==> src/rtl/dig_scan_ctrl.sv <==
// Multiplexed 7-segment scan controller: time-slices N_DIG hex digits onto one
// segment bus with a per-slot anti-ghost blank window and a frame wrap pulse.
module dig_scan_ctrl #(
    parameter int N_DIG       = 6,
    parameter int DIV         = 50000,
    parameter int GUARD       = 2,
    parameter int SEL_ACT_LOW = 1,
    parameter int SEG_ACT_LOW = 1
) (
    input  logic                                          clk,
    input  logic                                          rst,
    input  logic                                          en,
    input  logic [4*N_DIG-1:0]                            digits,
    input  logic [N_DIG-1:0]                              dp_mask,
    input  logic [N_DIG-1:0]                              blank_mask,
    output logic [N_DIG-1:0]                              sel,
    output logic [7:0]                                    seg,
    output logic [((N_DIG > 1) ? $clog2(N_DIG) : 1)-1:0]  scan_idx,
    output logic                                          frame_tick
);

    localparam int IW = (N_DIG > 1) ? $clog2(N_DIG) : 1;
    localparam int PW = (DIV > 1) ? $clog2(DIV) : 1;

    localparam logic [PW-1:0]    P_LAST  = PW'(DIV - 1);
    localparam logic [PW-1:0]    P_GUARD = PW'(GUARD);
    localparam logic [IW-1:0]    I_LAST  = IW'(N_DIG - 1);
    // XOR masks that turn the active-high internal view into pin polarity
    localparam logic [N_DIG-1:0] SEL_INV = {N_DIG{SEL_ACT_LOW != 0}};
    localparam logic [7:0]       SEG_INV = {8{SEG_ACT_LOW != 0}};

    logic [PW-1:0]    r_pcnt;
    logic [IW-1:0]    r_idx;
    logic             r_tick;
    logic [N_DIG-1:0] r_sel;
    logic [7:0]       r_seg;

    logic [3:0]       w_nib;
    logic             w_dp;
    logic             w_blank;
    logic             w_on;
    logic [N_DIG-1:0] w_sel_hi;
    logic [7:0]       w_seg_hi;

    function automatic logic [6:0] f_seg7(input logic [3:0] n);
        logic [6:0] s;
        case (n)
            4'h0: s = 7'h3F;
            4'h1: s = 7'h06;
            4'h2: s = 7'h5B;
            4'h3: s = 7'h4F;
            4'h4: s = 7'h66;
            4'h5: s = 7'h6D;
            4'h6: s = 7'h7D;
            4'h7: s = 7'h07;
            4'h8: s = 7'h7F;
            4'h9: s = 7'h6F;
            4'hA: s = 7'h77;
            4'hB: s = 7'h7C;
            4'hC: s = 7'h39;
            4'hD: s = 7'h5E;
            4'hE: s = 7'h79;
            default: s = 7'h71;
        endcase
        return s;
    endfunction

    // Explicit compare loop keeps the selection in range when N_DIG is not a power of two
    always_comb begin
        w_nib   = '0;
        w_dp    = 1'b0;
        w_blank = 1'b0;
        for (int unsigned k = 0; k < N_DIG; k++) begin
            if (r_idx == IW'(k)) begin
                w_nib   = digits[4*k +: 4];
                w_dp    = dp_mask[k];
                w_blank = blank_mask[k];
            end
        end
        w_on = en && (r_pcnt >= P_GUARD) && !w_blank;
        for (int unsigned k = 0; k < N_DIG; k++) begin
            w_sel_hi[k] = w_on && (r_idx == IW'(k));
        end
        w_seg_hi = w_on ? {w_dp, f_seg7(w_nib)} : '0;
    end

    always_ff @(posedge clk) begin
        if (rst) begin
            r_pcnt <= '0;
            r_idx  <= '0;
            r_tick <= 1'b0;
            r_sel  <= SEL_INV;
            r_seg  <= SEG_INV;
        end else begin
            r_tick <= 1'b0;
            if (en) begin
                if (r_pcnt == P_LAST) begin
                    r_pcnt <= '0;
                    if (r_idx == I_LAST) begin
                        r_idx  <= '0;
                        r_tick <= 1'b1;
                    end else begin
                        r_idx <= r_idx + 1'b1;
                    end
                end else begin
                    r_pcnt <= r_pcnt + 1'b1;
                end
            end
            r_sel <= w_sel_hi ^ SEL_INV;
            r_seg <= w_seg_hi ^ SEG_INV;
        end
    end

    assign sel        = r_sel;
    assign seg        = r_seg;
    assign scan_idx   = r_idx;
    assign frame_tick = r_tick;

endmodule
==> config.mk <==
export PLATFORM = sky130hd
export DESIGN_NAME = dig_scan_ctrl
export DESIGN_NICKNAME = d
export VERILOG_FILES = /design/src/rtl/dig_scan_ctrl.sv
export SDC_FILE = /design/constraint.sdc
export NUM_CORES = 1
export LEC_CHECK = 0
export ABC_AREA = 0
export ABC_CLOCK_PERIOD_IN_PS = 3900
export BUFFER_PORTS_ARGS = -buffer_cell sky130_fd_sc_hd__buf_2
export CORE_ASPECT_RATIO = 2
export CORE_MARGIN = 2
export CORE_UTILIZATION = 50
export DETAILED_ROUTE_END_ITERATION = 12
export MAX_ROUTING_LAYER = met4
export PLACE_DENSITY = 0.78
export SYNTH_ARGS = -nofsm -noshare
export SYNTH_HDL_FRONTEND = slang
export SYNTH_SLANG_ARGS = --single-unit
export TNS_END_PERCENT = 100
==> constraint.sdc <==
create_clock -name clk -period 3.9 [get_ports clk]
set_input_delay 0.585 -clock clk [delete_from_list [all_inputs] [get_ports clk]]
set_output_delay 0.585 -clock clk [all_outputs]
set_load 0.01 [all_outputs]
### Word level (Yosys, flattened, before mapping)

Memory sizes are Yosys's and may differ from the RTL's.
Cells that the tools add are included.

| storage, ports and cells | value |
|---|---|
| output and inout port bits | 18 |
| input port bits | 39 |
| memories kept | 1 |
| flip-flop bits (word level) | 34 |
| memory bits (read-only) | 112 |
| word-level logic and storage cells | 53 |

Memories:

| name | words | bits a word | rd ports | clocked after memory_dff | write ports | line | RTL |
|---|---|---|---|---|---|---|---|
| (name not given) | 16 | 7 | 1 | 0 | 0 | 47 | `case (n)` |

| cells by class | value |
|---|---|
| bitwise operators | 4 |
| $add $sub $neg | 2 |
| magnitude comparators | 1 |
| reduce and logical (&&, ||, !) cells | 12 |
| multiplexer cells | 22 |
| equal/unequal tests | 6 |

Operators with widths:

| cell | number |
|---|---|
| 2-to-1 mux 4 bit | 6 |
| adder 16 x 1 -> 16 bit (second input constant) | 1 |
| equality test 16 bit (second input constant) | 1 |
| >= comparator 16 x 2 -> 1 bit (second input constant) | 1 |
| 2-to-1 mux 16 bit | 1 |
| 2-to-1 mux 1 bit | 13 |
| logical AND 1 bit | 8 |
| 2-to-1 mux 8 bit | 1 |
| inverter 8 bit | 1 |
| equality test 3 x 2 -> 1 bit (second input constant) | 2 |
| equality test 3 bit (second input constant) | 2 |
| inverter 6 bit | 1 |
| adder 3 x 1 -> 3 bit (second input constant) | 1 |
| equality test 3 x 1 -> 1 bit (second input constant) | 1 |
| logical NOT 3 bit | 1 |
| 2-to-1 mux 3 bit | 1 |
| OR reduction 3 bit | 1 |
| inverter 1 bit | 2 |
| AND reduction 2 bit | 1 |
| logical NOT 1 bit | 1 |

### Depth between registers and ports, before layout

| logic depth | value |
|---|---|
| depth after elaboration | 11 |
| mapped depth | 13 |
| mapped depth without buffers | 10 |

### Worst setup path after synthesis

Ideal clock, no wire load.

| timing path | value |
|---|---|
| path type | reg2reg |
| start point | register r_idx[1], in the netlist scan_idx[1] |
| end point | register r_seg[3], in the netlist seg[3] |
| stages on the path, launching flop included | 12 |
| setup slack | 1056 ps |
| required time | 3783 ps |
| arrival | 2728 ps |
| buffers on the path | 3 |
| period minus slack after synthesis | 2844 ps |
| setup time | 117 ps |
| cell sequence | dfxtp_1 > buf_2 > buf_2 > and2_1 > ha_1 > clkbuf_1 > a21oi_1 > a22oi_1 > inv_1 > ha_1 > mux4_2 > nand2b_1 |

| on the way | value |
|---|---|
| cells in the longest elaborated chain, start to end | 11 |
| elaborated cells on any way between the ends | 23 |
| classes of those cells | 5 x eq/ne; 13 x mux; 1 x bitwise; 3 x reduce/logical; 1 x memory |

RTL lines:

| item | line | RTL |
|---|---|---|
| from (decl) | 33 | `logic [IW-1:0] r_idx;` |
| from (signal assigned) | 103 | `r_idx <= r_idx + 1'b1;` |
| branches (longest 9 deep; another with memory (16 x 7 bit)) | n/a |  |
| 2-to-1 mux 8 bit (*) | 84 | `w_seg_hi = w_on ? {w_dp, f_seg7(w_nib)} : '0;` |
| inverter 8 bit (no line) (*) | n/a |  |
| to (signal assigned) | 110 | `r_seg <= w_seg_hi ^ SEG_INV;` |
| to (decl) | 36 | `logic [7:0] r_seg;` |

Every way passes the cells marked *.
A chain may end at the register's enable or synchronous reset.

### Final worst setup path

Ends and elaborated chain as after synthesis.

==> flow_summary.yaml <==
sta:
  whs_ns: 0.522
  period_share_pct: 77.7
  finalHoldViolations: 0
  slew_headroom_pct: 54.4
  rsz0062_at_grt: "no"
  worst_slew_pin_slew_ns: 0.681
  drv_slew: 0
  fmax_mhz: 330
  fin_setup_tns_ns: 0
  skew_ns: 0.00659
  fin_crit_ns: 3.03
  setup_viol_count_final: 0
global_route:
  grt_pass1_wl_um: 7490
  grt_max_degree: 21
  overflow: 0
  globalRouteTotalUtil_pct: 24.0
  grt_pass1_vias: 1760
  antenna_found_initial: 0
synth:
  syn_inst: 229
  synth-edff-count: 0
  synth-async-reset-ratio_pct: 0
  ys_top_cells_by_area: "dfxtp_1, mux2i_1, ha_1"
  yosysSeqAreaShare_pct: 35.4
  synth_nets: 277
  yosysTopAreaCellShare_pct: 35.4
  yosys_register_bits: 34
  syn_area_per_cell_sq_um: 8.40
  yosys.cell_types.count: 39
  netlist_area_sq_um: 1920
  yosysTopAreaCell: "dfxtp_1"
  synthFlopType: "dfxtp_1"
  yosysWarnings: 0
cts:
  clk_pin_slew_ns: 0.07
  cts_sinks: 34
  clk_latency_ns: 0.28
  hold_buffers: 0
  cts_root_buf: "clkbuf_8"
  cts_max_level: 2
  cts_tree: "built"
  cts.path.max_buffers: 2
  post_cts_buffers: 0
  cts-resized-gates: 0
  cts_made_buffers: 5
layout:
  fin_nets: 328
  final_area_sq_um: 2290
  num-fill-cells: 358
  drive_above_1_share_pct: 25.6
  antenna_cells: 0
  area_delta_synth_final_pct: 19.2
die:
  die_y_um: 91.7
  die_w_um: 47.9
  core_area_sq_um: 3650
  die-area_sq_um: 4390
  row_count: 31
  ios: 57
  start_util_pct: 52.8
pwr:
  irDropWorstVdd_mv: 0.204
  switching_power_mw: 0.167
  seqPwrFrac_pct: 51.1
  netSwitchingFraction_pct: 23.9
  clkPwrFrac_pct: 38.3
  pwr_density_cell_nw_per_um2: 304
  pwr-share-comb_pct: 10.6
  leakagePower_nw: 0.919
  p_int_mw: 0.530
worst_setup_path:
  worstSetupPathType: "reg -> reg"
  worstPathRequired_ns: 4.07
  start_kind: "flop"
  crit_arrival_ns: 3.20
  end_kind: "flop"
  crit_fanout: 20
drt:
  firstDrtPassIters: 5
  totalWireLength_um: 4520
  vias_per_cell: 5.43
  wire_per_inst_um: 13.7
  vias: 1792
  first_iter_violations: 31
  antenna_left: 0
  drc: 0
run_status:
  status: "completed"
placed_design:
  numPortBuffers: 56
  placed_area_sq_um: 2200
  dp_hpwl_um: 3570
  place.gp.congestion: 0.852
flow_run:
  cap_violations: 0
hold_path:
  worst_hold_path_type: "in -> reg"
[cell type report]
| cell class | instances | area (sq um) | share of cell area, % |
|---|---|---|---|
| Multi-Input combinational cell | 168 | 1110 | 48.5 |
| Sequential cell | 34 | 681 | 29.7 |
| Timing Repair Buffer | 58 | 295 | 12.9 |
| Clock buffer | 6 | 82.6 | 3.60 |
| Tap cell | 49 | 61.3 | 2.67 |
| Inverter | 13 | 48.8 | 2.13 |
| Clock inverter | 2 | 12.5 | 0.546 |
[synth_stat cells, types with 2 or more instances]
master and number:
xnor2_1 7, or4_1 2, buf_6 2, buf_2 9, mux2i_1 15, nand3_1 12
and2_1 3, xor2_1 8, dfxtp_1 34, a21oi_1 6, inv_1 13, o21ai_0 6
a22oi_1 2, a221oi_1 2, nor3_1 6, nand3b_1 2, nand4_1 8, or3_1 2
nand2b_1 4, nor2_1 29, a211o_1 2, o211ai_1 4, nand2_1 20, ha_1 9
a21o_1 2, clkbuf_1 2, nor4_1 4, nor2b_1 3
[kinds of logic after synthesis]
logic type      Yosys count  share of synthesized area, %
compound gates           29                          10.5
fa+ha+maj                 9                          5.85
xor+xnor                 15                          6.83
mux                      17                          9.56
buf+inv                  27                          6.83
flops                    34                          35.4
simple gates             98                          25.0
[power by group through the flow]
stage	combinational, mW	sequential [mW]	clock, mW
2_1_floorplan	0.0426	0.365	0
3_3_place_gp	0.0715	0.364	0
3_5_place_dp	0.0743	0.364	0
4_1_cts	0.0746	0.356	0.275
5_1_grt	0.0829	0.357	0.288
6_report	0.0739	0.356	0.267
[worst paths after layout]
check	end	depth (start not counted)	from	slack, ns
max reg2reg	seg[3]	8	scan_idx[1]	0.87
max	seg[3]	8	scan_idx[1]	0.87
min	scan_idx[2]	2	rst	0.52
min reg2reg	r_pcnt[10]	2	r_pcnt[10]	0.54
[sequential cells by signal (all words and copies together) (netlist names)]
name,count
sel,6
seg,8
r_pcnt,16
frame_tick,1
scan_idx,3
[worst max-delay path, cell delays in order, from the launching register on]
cell and delay, ns:
dfxtp_1 0.76, and2_1 0.22, ha_1 0.38, a21oi_1 0.11, a22oi_1 0.46, inv_1 0.13, ha_1 0.26, mux4_2 0.44
nand2b_1 0.14
[per-layer routing]
| layer | vias up | part of all wire [%] | global-route usage (%) |
|---|---|---|---|
| li1 | 890 | - | - |
| met3 | 14 | 4.2 | 3.15 |
| met2 | 77 | 57 | 41.8 |
| met5 | - | 0 | - |
| met4 | 0 | 3.2 | 14.6 |
| met1 | 811 | 35 | 22.5 |
[metrics by stage]
step           setup slack (ns)  cells  total power [mW]  util [%]
2_1_floorplan              1.06    229             0.407         -
3_3_place_gp              0.963    322             0.436      60.3
6_report                  0.871    330             0.697      62.9
4_1_cts                   0.908    330             0.705      62.9
5_1_grt                   0.651    330             0.728      62.9
3_5_place_dp              0.908    322             0.438      60.3
[placed cells by master (no fill, tap or decap), types with 2 or more instances in the layout]
cell type  Yosys  layout
buf_4          1       2
nand2b_1       4       4
nor4_1         4       4
ha_1           9       9
nor2_1        29      29
or4_1          2       2
a221oi_1       2       2
o21ai_0        6       6
a211o_1        2       2
buf_2          9      56
nand2_1       20      20
xor2_1         8       8
nand3_1       12      12
or3_1          2       2
a22oi_1        2       2
nand4_1        8       8
and2_1         3       3
o211ai_1       4       4
nor2b_1        3       3
a21o_1         2       2
a21oi_1        6       6
xnor2_1        7       7
clkbuf_8       0       6
inv_1         13      13
dfxtp_1       34      34
mux2i_1       15      15
nor3_1         6       6
nand3b_1       2       2
(Power assumes the default switching activity.)
